<file path="config.mk">
export PLATFORM = sky130hd
export DESIGN_NAME = cacheline_burst_adapter_flat
export DESIGN_NICKNAME = d
export VERILOG_FILES = /design/src/rtl/cacheline_burst_adapter_if.sv /design/src/rtl/cacheline_burst_adapter.sv /design/src/flat_wrapper.sv
export SDC_FILE = /design/constraint.sdc
export NUM_CORES = 1
export LEC_CHECK = 0
export ABC_CLOCK_PERIOD_IN_PS = 3250
export CAP_MARGIN = 20
export CORE_AREA = 2 2 277 279
export CTS_CLUSTER_DIAMETER = 150
export DETAILED_ROUTE_END_ITERATION = 8
export DIE_AREA = 0 0 279 281
export MAX_ROUTING_LAYER = met4
export RECOVER_POWER = 25
export SKIP_CTS_REPAIR_TIMING = 1
export SYNTH_ARGS = -nofsm -noshare
export SYNTH_HDL_FRONTEND = slang
export SYNTH_SLANG_ARGS = --single-unit
export TNS_END_PERCENT = 5
</file>
<file path="constraint.sdc">
create_clock -name clk -period 3.25 [get_ports clk]
set_input_delay 0.325 -clock clk [delete_from_list [all_inputs] [get_ports clk]]
set_output_delay 0.325 -clock clk [all_outputs]
set_load 0.01 [all_outputs]
</file>
<file path="src/rtl/cacheline_burst_adapter_if.sv">
// Cache-side request/response and burst-memory signal bundle
// of the cache line burst adapter.
interface cacheline_burst_adapter_if #(
  parameter int LINE_WIDTH = 256,
  parameter int BUS_WIDTH  = 64,
  parameter int ADDR_WIDTH = 32
);
  logic                  req_read;
  logic                  req_write;
  logic [ADDR_WIDTH-1:0] req_addr;
  logic [LINE_WIDTH-1:0] req_wdata;
  logic                  req_ready;
  logic [LINE_WIDTH-1:0] resp_rdata;
  logic                  resp_valid;
  logic                  write_done;
  logic [ADDR_WIDTH-1:0] bmem_addr;
  logic                  bmem_read;
  logic                  bmem_write;
  logic [BUS_WIDTH-1:0]  bmem_wdata;
  logic                  bmem_ready;
  logic [BUS_WIDTH-1:0]  bmem_rdata;
  logic                  bmem_rvalid;

  modport master (
    input  req_read,
    input  req_write,
    input  req_addr,
    input  req_wdata,
    output req_ready,
    output resp_rdata,
    output resp_valid,
    output write_done,
    output bmem_addr,
    output bmem_read,
    output bmem_write,
    output bmem_wdata,
    input  bmem_ready,
    input  bmem_rdata,
    input  bmem_rvalid
  );

  modport slave (
    output req_read,
    output req_write,
    output req_addr,
    output req_wdata,
    input  req_ready,
    input  resp_rdata,
    input  resp_valid,
    input  write_done,
    input  bmem_addr,
    input  bmem_read,
    input  bmem_write,
    input  bmem_wdata,
    output bmem_ready,
    output bmem_rdata,
    output bmem_rvalid
  );
endinterface

</file>
<file path="src/rtl/cacheline_burst_adapter.sv">
// Gathers memory read beats into cache lines and serialises
// dirty lines into memory write beats.
module cacheline_burst_adapter #(
  parameter int LINE_WIDTH = 256,
  parameter int BUS_WIDTH  = 64,
  parameter int ADDR_WIDTH = 32
) (
  input logic clk,
  input logic rst,
  cacheline_burst_adapter_if.master bus
);
  localparam int BEATS = LINE_WIDTH / BUS_WIDTH;
  localparam int CW    = $clog2(BEATS);
  localparam int OFF   = $clog2(LINE_WIDTH / 8);

  if ((LINE_WIDTH % BUS_WIDTH) != 0 || BEATS < 2) begin : g_bad_cfg
    $error("LINE_WIDTH must be >= 2 whole BUS_WIDTH beats");
  end

  typedef enum logic [1:0] {
    IDLE,
    RD_CMD,
    RD_COLLECT,
    WR_BURST
  } state_t;

  state_t                state_q;
  state_t                state_d;
  logic [CW-1:0]         beat_q;
  logic [LINE_WIDTH-1:0] line_q;
  logic [LINE_WIDTH-1:0] rdata_q;
  logic [ADDR_WIDTH-1:0] addr_q;
  logic                  resp_valid_q;
  logic                  write_done_q;
  logic                  last;
  logic                  accept;
  logic                  rd_beat;
  logic                  wr_beat;
  logic                  unused_addr;

  assign last    = beat_q == CW'(BEATS - 1);
  assign accept  = (state_q == IDLE)
                 && (bus.req_read || bus.req_write);
  assign rd_beat = (state_q == RD_COLLECT) && bus.bmem_rvalid;
  assign wr_beat = (state_q == WR_BURST) && bus.bmem_ready;
  assign unused_addr = ^bus.req_addr[OFF-1:0];

  always_ff @(posedge clk) begin
    if (rst) state_q <= IDLE;
    else     state_q <= state_d;
  end

  always_comb begin
    state_d = state_q;
    unique case (state_q)
      IDLE: begin
        if (bus.req_write)     state_d = WR_BURST;
        else if (bus.req_read) state_d = RD_CMD;
      end
      RD_CMD:     if (bus.bmem_ready) state_d = RD_COLLECT;
      RD_COLLECT: if (rd_beat && last) state_d = IDLE;
      WR_BURST:   if (wr_beat && last) state_d = IDLE;
      default:    state_d = IDLE;
    endcase
  end

  always_ff @(posedge clk) begin
    if (rst) begin
      beat_q       <= '0;
      line_q       <= '0;
      rdata_q      <= '0;
      addr_q       <= '0;
      resp_valid_q <= 1'b0;
      write_done_q <= 1'b0;
    end else begin
      resp_valid_q <= rd_beat && last;
      write_done_q <= wr_beat && last;
      if (accept) begin
        addr_q <= {bus.req_addr[ADDR_WIDTH-1:OFF], {OFF{1'b0}}};
        line_q <= bus.req_wdata;
        beat_q <= '0;
      end
      if (rd_beat) begin
        line_q[beat_q*BUS_WIDTH +: BUS_WIDTH] <= bus.bmem_rdata;
        beat_q <= beat_q + CW'(1);
        // only a complete line ever reaches the response register
        if (last) begin
          rdata_q <= {bus.bmem_rdata,
                      line_q[LINE_WIDTH-BUS_WIDTH-1:0]};
        end
      end
      if (wr_beat) beat_q <= beat_q + CW'(1);
    end
  end

  assign bus.req_ready  = state_q == IDLE;
  assign bus.bmem_read  = state_q == RD_CMD;
  assign bus.bmem_write = state_q == WR_BURST;
  assign bus.bmem_addr  = addr_q;
  assign bus.bmem_wdata = (state_q == WR_BURST)
                        ? line_q[beat_q*BUS_WIDTH +: BUS_WIDTH]
                        : '0;
  assign bus.resp_rdata = rdata_q;
  assign bus.resp_valid = resp_valid_q;
  assign bus.write_done = write_done_q;
endmodule

</file>
<file path="src/flat_wrapper.sv">
// flat-port wrapper written by rule: the top's interface ports become plain ports
module cacheline_burst_adapter_flat 
#(
  parameter int LINE_WIDTH = 256,
  parameter int BUS_WIDTH  = 64,
  parameter int ADDR_WIDTH = 32
)
  (clk, rst, bus_req_read, bus_req_write, bus_req_addr, bus_req_wdata, bus_req_ready, bus_resp_rdata, bus_resp_valid, bus_write_done, bus_bmem_addr, bus_bmem_read, bus_bmem_write, bus_bmem_wdata, bus_bmem_ready, bus_bmem_rdata, bus_bmem_rvalid);
  cacheline_burst_adapter_if #(.LINE_WIDTH(LINE_WIDTH), .BUS_WIDTH(BUS_WIDTH), .ADDR_WIDTH(ADDR_WIDTH)) bus_i ();
  input logic clk;
  input logic rst;
  input wire logic [$bits(bus_i.req_read)-1:0] bus_req_read;
  input wire logic [$bits(bus_i.req_write)-1:0] bus_req_write;
  input wire logic [$bits(bus_i.req_addr)-1:0] bus_req_addr;
  input wire logic [$bits(bus_i.req_wdata)-1:0] bus_req_wdata;
  output wire logic [$bits(bus_i.req_ready)-1:0] bus_req_ready;
  output wire logic [$bits(bus_i.resp_rdata)-1:0] bus_resp_rdata;
  output wire logic [$bits(bus_i.resp_valid)-1:0] bus_resp_valid;
  output wire logic [$bits(bus_i.write_done)-1:0] bus_write_done;
  output wire logic [$bits(bus_i.bmem_addr)-1:0] bus_bmem_addr;
  output wire logic [$bits(bus_i.bmem_read)-1:0] bus_bmem_read;
  output wire logic [$bits(bus_i.bmem_write)-1:0] bus_bmem_write;
  output wire logic [$bits(bus_i.bmem_wdata)-1:0] bus_bmem_wdata;
  input wire logic [$bits(bus_i.bmem_ready)-1:0] bus_bmem_ready;
  input wire logic [$bits(bus_i.bmem_rdata)-1:0] bus_bmem_rdata;
  input wire logic [$bits(bus_i.bmem_rvalid)-1:0] bus_bmem_rvalid;
  assign bus_i.req_read = bus_req_read;
  assign bus_i.req_write = bus_req_write;
  assign bus_i.req_addr = bus_req_addr;
  assign bus_i.req_wdata = bus_req_wdata;
  assign bus_req_ready = bus_i.req_ready;
  assign bus_resp_rdata = bus_i.resp_rdata;
  assign bus_resp_valid = bus_i.resp_valid;
  assign bus_write_done = bus_i.write_done;
  assign bus_bmem_addr = bus_i.bmem_addr;
  assign bus_bmem_read = bus_i.bmem_read;
  assign bus_bmem_write = bus_i.bmem_write;
  assign bus_bmem_wdata = bus_i.bmem_wdata;
  assign bus_i.bmem_ready = bus_bmem_ready;
  assign bus_i.bmem_rdata = bus_bmem_rdata;
  assign bus_i.bmem_rvalid = bus_bmem_rvalid;
  cacheline_burst_adapter #(.LINE_WIDTH(LINE_WIDTH), .BUS_WIDTH(BUS_WIDTH), .ADDR_WIDTH(ADDR_WIDTH)) u_core (.clk(clk), .rst(rst), .bus(bus_i));
endmodule
</file>
; ---- Word level (Yosys, flattened, before mapping)
; Cells that the tools add are included.
[word_totals]
out_inout_bits = 357
reg_bits = 545
inputBits = 358
wordCells = 44
[op_classes]
n_reduce_logical = 10
shifts = 3
n_addsub = 2
n_mux = 14
eq_ne = 8
[op_table]
columns = cell, n
row1 = $mux 256, 3
row2 = $bwmux 256, 1
row3 = $shift 64x34->256 const A, 1
row4 = $shiftx 256x9->64, 1
row5 = $shiftx 64x34->256, 1
row6 = $mux 64, 1
row7 = $neg 8->34, 1
row8 = $mux 2, 8
row9 = $pmux 2 s4, 1
row10 = $eq 2x2->1 const B, 3
row11 = $logic_and 1x1->1, 5
row12 = $ne 2x1->1 const B, 2
row13 = $reduce_and 4->1, 1
row14 = $ne 3x3->1 const B, 1
row15 = $reduce_bool 3->1, 1
row16 = $add 2x1->2 const B, 1
row17 = $eq 2x1->1 const B, 1
row18 = $logic_not 2->1, 1
row19 = $ne 2x2->1 const B, 1
row20 = $reduce_and 2->1, 1
row21 = $logic_or 1x1->1, 1

; ---- Depth between registers and ports, before layout
; Gate-level depths: netlist of the first run.
[depth]
ltp_word = 6
mapped_depth = 10
mapped_depth_nobuf = 6

; ---- Worst setup path after synthesis of the first run
; Ideal clock, no wire load.
[synth_path]
path_kind = reg2reg
from = reg u_core.beat_q[1]
to = reg u_core.line_q[215]
n_path_buf = 4
t_arrival_ns = 2.557
setup_time_ns = 0.071
stages_incl_launch_ff = 10
setup_slack_ns = 0.622
synth_period_minus_slack_ns = 2.628
path_cell_list = dfxtp_1 clkbuf_1 clkbuf_1 inv_1 ha_1 nor4_4 and2b_1 buf_4 buf_4 o2bb2ai_1
[synth_between]
elab_chain_cells = 4
word_cells_on_any_way = 5
classes_between = add/sub (1) / shift (2) / mux (2)
[synth_rtl]
columns = element, line_no
row1 = start: declaration, cacheline_burst_adapter.sv:29  ; logic [CW-1:0] beat_q;
row2 = start signal: assignment, cacheline_burst_adapter.sv:85  ; beat_q <= beat_q + CW'(1);
row3 = start signal: assignment, cacheline_burst_adapter.sv:92  ; if (wr_beat) beat_q <= beat_q + CW'(1);
row4 = $neg 8->34 *, cacheline_burst_adapter.sv:84  ; line_q[beat_q*BUS_WIDTH +: BUS_WIDTH] <= bus.bmem_rdata;
row5 = $shiftx 64x34->256 or $shift 64x34->256 (tied branches), cacheline_burst_adapter.sv:84
row6 = $bwmux 256 *, cacheline_burst_adapter.sv:84
row7 = $mux 256 *, cacheline_burst_adapter.sv:83  ; if (rd_beat) begin
row8 = end signal: assignment, cacheline_burst_adapter.sv:80  ; line_q <= bus.req_wdata;
row9 = end signal: indexed assignment, cacheline_burst_adapter.sv:84
row10 = end: declaration, cacheline_burst_adapter.sv:30  ; logic [LINE_WIDTH-1:0] line_q;
; Mark *: on every way between the ends. The rest lies on a longest branch, timed or not.
; A chain may end at the register's enable or synchronous reset.

; ---- Final worst setup path of the first run
[layout_path]
from = reg u_core.state_q[1]
to = out bus_bmem_wdata[14]
[layout_between]
elab_chain_cells = 2
[layout_rtl]
columns = element, line_no
row1 = start: declaration, cacheline_burst_adapter.sv:27  ; state_t state_q;
row2 = start signal: assignment, cacheline_burst_adapter.sv:50  ; else state_q <= state_d;
row3 = $eq 2x2->1, cacheline_burst_adapter.sv:100  ; assign bus.bmem_wdata = (state_q == WR_BURST)
row4 = $mux 64, cacheline_burst_adapter.sv:101  ; ? line_q[beat_q*BUS_WIDTH +: BUS_WIDTH]
row5 = end: declaration, flat_wrapper.sv:23  ; output wire logic [$bits(bus_i.bmem_wdata)-1:0] bus_bmem_wdata;
; No other way between the ends.

==> metrics, run 1 <==
Die H=around 280 um; global-route wire length before repair=about 140000 um; endpoints failing hold=0; vias per inst=5.27; Max FO, Critical Path=34; WP data required=just under 3 ns; root buf cell=clkbuf_16; metal2 WL=~47000 um; Worst-Skew Late Latency=slightly above 0.6 ns; commonest non-fill, non-tap cell in the layout=nand2_1; Max Fclk=about 0.32 GHz; MaxCap Viol Count=0; Static Leak=around 12 nW; clk_skew=between 0.015 and 0.02 ns; Synth area leader=dfxtp_1; FILL cells=roughly 7400; VDD IR max=between 400 and 500 uV; gr usage total=24.6%; number of port buffers=roughly 700; Pwr Density=500 mW/mm^2; Synth Register Bits=~550; WP data arrival=approximately 2.8 ns; RePlAce Congestion=around 0.88; number of global-route vias before repair=between 20000 and 25000; initial antenna violation count=13; Critical Path Source=u_core.state_q[1]; power consumption=about 17 mW; Post-route DRC=0; Core ar.=roughly 0.075 mm^2; Critical Path Source Type=flip-flop; H-tree depth=2; met3 wire length=7660 um; Clock Pin Slew Worst Setup and Hold Paths=~0.060 ns; Post-Syn Area=between 0.02 and 0.025 mm^2; Initial DRT Pass Iterations=5; R2R Setup Slk=0.48 ns; largest cells by area after synthesis=dfxtp_1 (47%), nand2_1 (16%), a21oi_1 (10%), a311oi_1 (7.3%), mux4_2 (6.2%); Period Utilization, post-route=95.5%; DR vias=between 20000 and 25000; crit-path cells=and2_2 > buf_4 > and2_1 > clkdlybuf4s50_1; Post-synth top flop=dfxtp_1; TritonCTS buffer count=59; Avg Cell Area, Syn=approximately 8.4 um^2; Synth cell types=34; Routed WL=98300 um; Hold Startpoint=rst; Rows=about 100; io pins=between 700 and 800; GR Overflow Total=0; Sink Count=545; Initial Util=a little under a third; Nets=~3700; setup TNS=0 ns; clock buffer depth=3; Slew Limit Fails=0; Setup crit end kind=output pin; HPWL Detailed=around 64000 um; die area=about 0.078 mm^2; Worst Setup Path Type=flip-flop to output pin; routed len/inst=about 23 um; slowest stage delay, CP=0.59 ns; area grow syn2layout=43.2%; Syn Inst Count=about 2800; most frequent cells in the layout=nand2_1 (970), dfxtp_1 (544), clkdlybuf4s50_1 (495), a21oi_1 (477), dlygate4sd3_1 (208); Die X=approximately 280 um; Fin Hold WS=0.111 ns; Post-synth EDFFs=0; TritonCTS clock tree=built; Top Layer Used=met4; # setup viols final=0; fin crit period=3.10 ns; Seq/Total Area, Yosys=between 40% and 50%; relative slew slack=25.6%; outcome=finished clean; CP max-delay cell=clkdlybuf4s50_1; largest net degree at the start of global routing=about 190; share of Yosys cell area claimed by the top area cell type=47.1%; unrepaired setup endpoints after global routing=no; M1 WL=40300 um; Hold Path Class=input port to flip-flop; worst reg2reg path startpoint=u_core.state_q[1]; final core utilization=around 44%; drt initial violations=between 1500 and 2000; asr flop ratio synth=0%; Antenna Violating Nets Remaining=0; Worst-Margin Slew=about 1.1 ns; layout cell share with drive strength beyond 1=about 7%; number of synthesis warnings=0
## cell type report
class                      count  area, um^2  share of cell area [%]
multi-input combinational   1939       11100                    33.4
sequential                   545       10900                    32.9
clock inverter                15         205                   0.618
inverter                       4        15.0                  0.0452
timing repair buffer         771        7920                    23.8
tap                          978        1220                    3.68
antenna                       14        35.0                   0.105
clock buffer                  90        1810                    5.44
## worst max-delay path: cells and delay by family (launching register included)
kind	cells	cell delay, ns
and+or+nand+nor	2	0.55
DFF	1	0.53
buffers and inverters	2	1.03
## report_power, final
part           internal [mW]  total, mW  switching, mW
combinational           1.07       2.25           1.18
clock                   4.19       7.06           2.87
sequential              7.02       7.29          0.272
total                   12.3       16.6           4.32
## path summary, 6_finish.rpt
check / endpoint / depth (start not counted)
setup / recovery: bus_bmem_wdata[14] / 4
hold reg to reg: u_core.bus.resp_rdata[229] / 2
hold / removal: u_core.bus.resp_rdata[219] / 2
setup reg to reg: u_core.line_q[1] / 5
## logic make-up after synthesis
logic type / after synthesis / share of synthesized area (%)
AO/OA/AOI/OAI: 737 / 19.8
AND/OR/NAND/NOR: 1062 / 18.3
adder cells (fa/ha/maj): 5 / 0.270
multiplexers: 130 / 9.08
other: 1 / 0.0162
buffers and inverters: 272 / 5.44
flip-flops: 545 / 47.1
## synthesized netlist by cell type, drive strengths merged, types with 2 or more instances
cell type and n:
mux4 64, nand2b 2, and2 67, buf 156
o2bb2ai 47, dfxtp 545, inv 4, nand2 975
nor2 4, a21oi 477, ha 5, nor4b 2
nand3 2, mux2 2, a311oi 192, o21ai 19
clkbuf 112, mux2i 64
## routing by layer
layer  global-route usage, %  vias to the layer above
li1                        -                    10700
met2                    39.8                      966
met1                    30.4                    11100
met4                    8.34                        0
met5                       -                        -
met3                    5.40                      172
## flip-flops by register name, summed over array words and instances (netlist names)
signal,flops
u_core.bus.bmem_addr,27
u_core.state_q,2
u_core.bus.write_done,1
u_core.bus.resp_rdata,256
u_core.line_q,256
u_core.beat_q,2
u_core.bus.resp_valid,1
## per-stage QoR
| step | area (um^2) | setup WS, ns | std cells |
|---|---|---|---|
| after global routing | 33200 | 0.0583 | 4355 |
| after floorplan | 23200 | 0.622 | 2756 |
| final | 33200 | 0.145 | 4356 |
| after detailed placement | 31200 | 0.669 | 4233 |
| after global placement | 31200 | 0.701 | 4233 |
| after CTS | 33200 | 0.0156 | 4338 |
No activity file was read; power rests on OpenSTA's default activity.
==> run 2: changes to the inputs <==
--- a/config.mk
+++ b/config.mk
@@ -8,3 +8,2 @@
 export ABC_CLOCK_PERIOD_IN_PS = 3250
-export CAP_MARGIN = 20
 export CORE_AREA = 2 2 277 279
--- a/constraint.sdc
+++ b/constraint.sdc
@@ -3,2 +3,2 @@
 set_output_delay 0.325 -clock clk [all_outputs]
-set_load 0.01 [all_outputs]
+set_load 0.05 [all_outputs]
==> run 2 against run 1 <==
Effect of this change:
- the run now ends with capacitance limit, slew limit left
- critical path type unchanged
- global-route usage is 0.19 points higher
- largest power group is now the clock network
- non-clock buffer count is 20 higher
- worst setup slack worse by 0.085 ns
- combinational power is 8% higher
- first-iteration DRC count is 0.37% lower
- worst hold slack worse by 0.030 ns
==> metrics, run 2 (synthesis gave the netlist of run 1 again) <==
outcome=complete, but fails checks; failing checks=capacitance limit, slew limit; unrepaired setup endpoints after global routing=no; most frequent cells in the layout=nand2_1 (970), dfxtp_1 (543), clkdlybuf4s50_1 (506), a21oi_1 (477); Nets=3710 (+0.73%); Hold Path Class=input port to flip-flop; clock buffer depth=3 (unchanged); # setup viols final=0 (unchanged); Max FO, Critical Path=36 (+5.9%); root buf cell=clkbuf_16; multi-input gate area in the final layout=0.0111 mm^2 (about the same); WP data arrival=2.86 ns (+0.08 ns); worst reg2reg path startpoint=u_core.state_q[1]; RePlAce Congestion=0.854 (-2.5%); Layout Cells excl Fill=4390 (+0.78%); setup TNS=0 ns (unchanged); Initial DRT Pass Iterations=6 (+1); H-tree depth=3 (+1); clock network fraction of design power=44.2% (+1.7 points); endpoints failing hold=0 (unchanged); Max Fclk=0.313 GHz (-2.7%); part of the power in combinational logic=14.0% (+0.5 points); Clock Pin Slew Worst Setup and Hold Paths=0.06 ns (about the same); die area=0.0784 mm^2 (unchanged); Worst Setup Path Type=flip-flop to output pin; relative slew slack=-4.42% (-30 points); commonest non-fill, non-tap cell in the layout=nand2_1; initial antenna violation count=21 (+8); Period Utilization, post-route=98.2% (+2.6 points); Critical Path Source Type=flip-flop; Rows=101 (unchanged); Routed WL=98300 um (about the same); largest net degree at the start of global routing=190 (+2.2%); Post-route DRC=0 (unchanged); Static Leak=12.4 nW (+1.7%); number of port buffers=704 (unchanged); VDD IR max=387 uV (-6.9%); area grow syn2layout=45.3%; Cells after DPL=4250 (+0.40%); Die H=281 um (unchanged); drt initial violations=1896 (-0.37%); Antenna Violating Nets Remaining=0 (unchanged); power share of the sequential group=41.8% (-2.1 points); pre-CTS setup slack=0.335 ns (-0.334 ns); Switching Share=26.7% (+0.70 points); Sink Count=545 (unchanged); clk_skew=0.0244 ns (+0.00825 ns); io pins=715 (unchanged); vias per inst=5.24 (-0.53%); TritonCTS buffer count=66 (+12%); HPWL Detailed=65600 um (+1.7%); DR vias=23000 (+0.25%); Net Switching=4.66 mW (+7.9%); Hold Startpoint=rst; Core ar.=0.0754 mm^2 (unchanged); fin crit period=3.19 ns (+0.0849 ns); final worst slack=0.0601 ns (-0.0849 ns); gr usage total=24.8% (+0.19 points); TritonCTS clock tree=built; Pwr Density=517 mW/mm^2 (+3.5%); Critical Path Source=u_core.beat_q[1]; global-route wire length before repair=144000 um (+0.15%); routed len/inst=22.4 um (-0.74%); Worst-Skew Late Latency=0.61 ns (about the same); Slew Limit Fails=25 (+25); MaxCap Viol Count=1 (+1); number of global-route vias before repair=22200 (+0.19%); FF/Latch Area=0.0109 mm^2 (about the same); power consumption=17.4 mW (+5.0%); Die X=279 um (unchanged); Initial Util=30.7% (unchanged); Power Internal=12.8 mW (+4.0%); Worst-Margin Slew=1.56 ns (+0.451 ns); WP data required=2.92 ns (about the same); FILL cells=7419 (+0.27%); GR Overflow Total=0 (unchanged); Setup crit end kind=output pin; layout cell share with drive strength beyond 1=7.99% (+0.82 points); R2R Setup Slk=0.19 ns (-0.29 ns)
[run 2: cell count changes in the layout (fill, tap and decap cells not counted), sizes merged]
cell           delta
buf              +23
bufinv            +1
clkbuf            +5
clkdlybuf4s50    +11
clkinv            +4
diode             +5
dlygate4sd3      -16
dlymetal6s2s      +2
inv               -1
[run 2: area by class of cell]
cell class                      instances  area share (%)
Tap cell                              978            3.63
Clock buffer                           95            5.77
Sequential cell                       545            32.4
Antenna cell                           19           0.141
Inverter                                4          0.0446
Timing Repair Buffer                  791            24.2
Clock inverter                         19           0.884
Multi-Input combinational cell       1939            32.9
[run 2: per-stage QoR]
| step | hold WS (ns) | cell area, um^2 | utilization [%] |
|---|---|---|---|
| final | 0.0805 | 33700 | 44.7 |
| after global routing | 0.0792 | 33700 | 44.7 |
| after CTS | 0.0633 | 33600 | 44.5 |
| after detailed placement | 0.446 | 31300 | 41.5 |
| after global placement | 0.441 | 31300 | 41.5 |
| after floorplan | 0.434 | 23200 | - |
[run 2: critical path: stages (launching register included)]
cell and delay [ns]:
dfxtp_4 0.58, buf_12 0.33, mux4_2 0.36, and2_1 0.18
clkdlybuf4s50_1 0.75
[run 2: power groups by stage]
stage          clock, mW  sequential [mW]  combinational (mW)
2_1_floorplan          0             7.41                1.26
3_3_place_gp           0             7.44                2.40
3_5_place_dp           0             7.44                2.42
4_1_cts             7.86             7.30                2.43
5_1_grt             8.09             7.32                2.61
6_report            7.70             7.29                2.44
[run 2: per-layer routing]
metal | GRT usage, % | share of wire (%) | routed length, um
met5 | - | 0 | 0
met1 | 30.1 | 41 | 40200
met2 | 39.8 | 48 | 47100
met3 | 6.05 | 8.4 | 8260
met4 | 9.36 | 2.9 | 2860
[run 2: worst paths after layout]
check / endpoint / cells past startpoint
worst max-delay path: bus_bmem_wdata[14] / 4
worst min-delay path: u_core.bus.resp_rdata[93] / 2
worst max register to register: u_core.line_q[63] / 6
worst min register to register: u_core.bus.resp_rdata[218] / 2
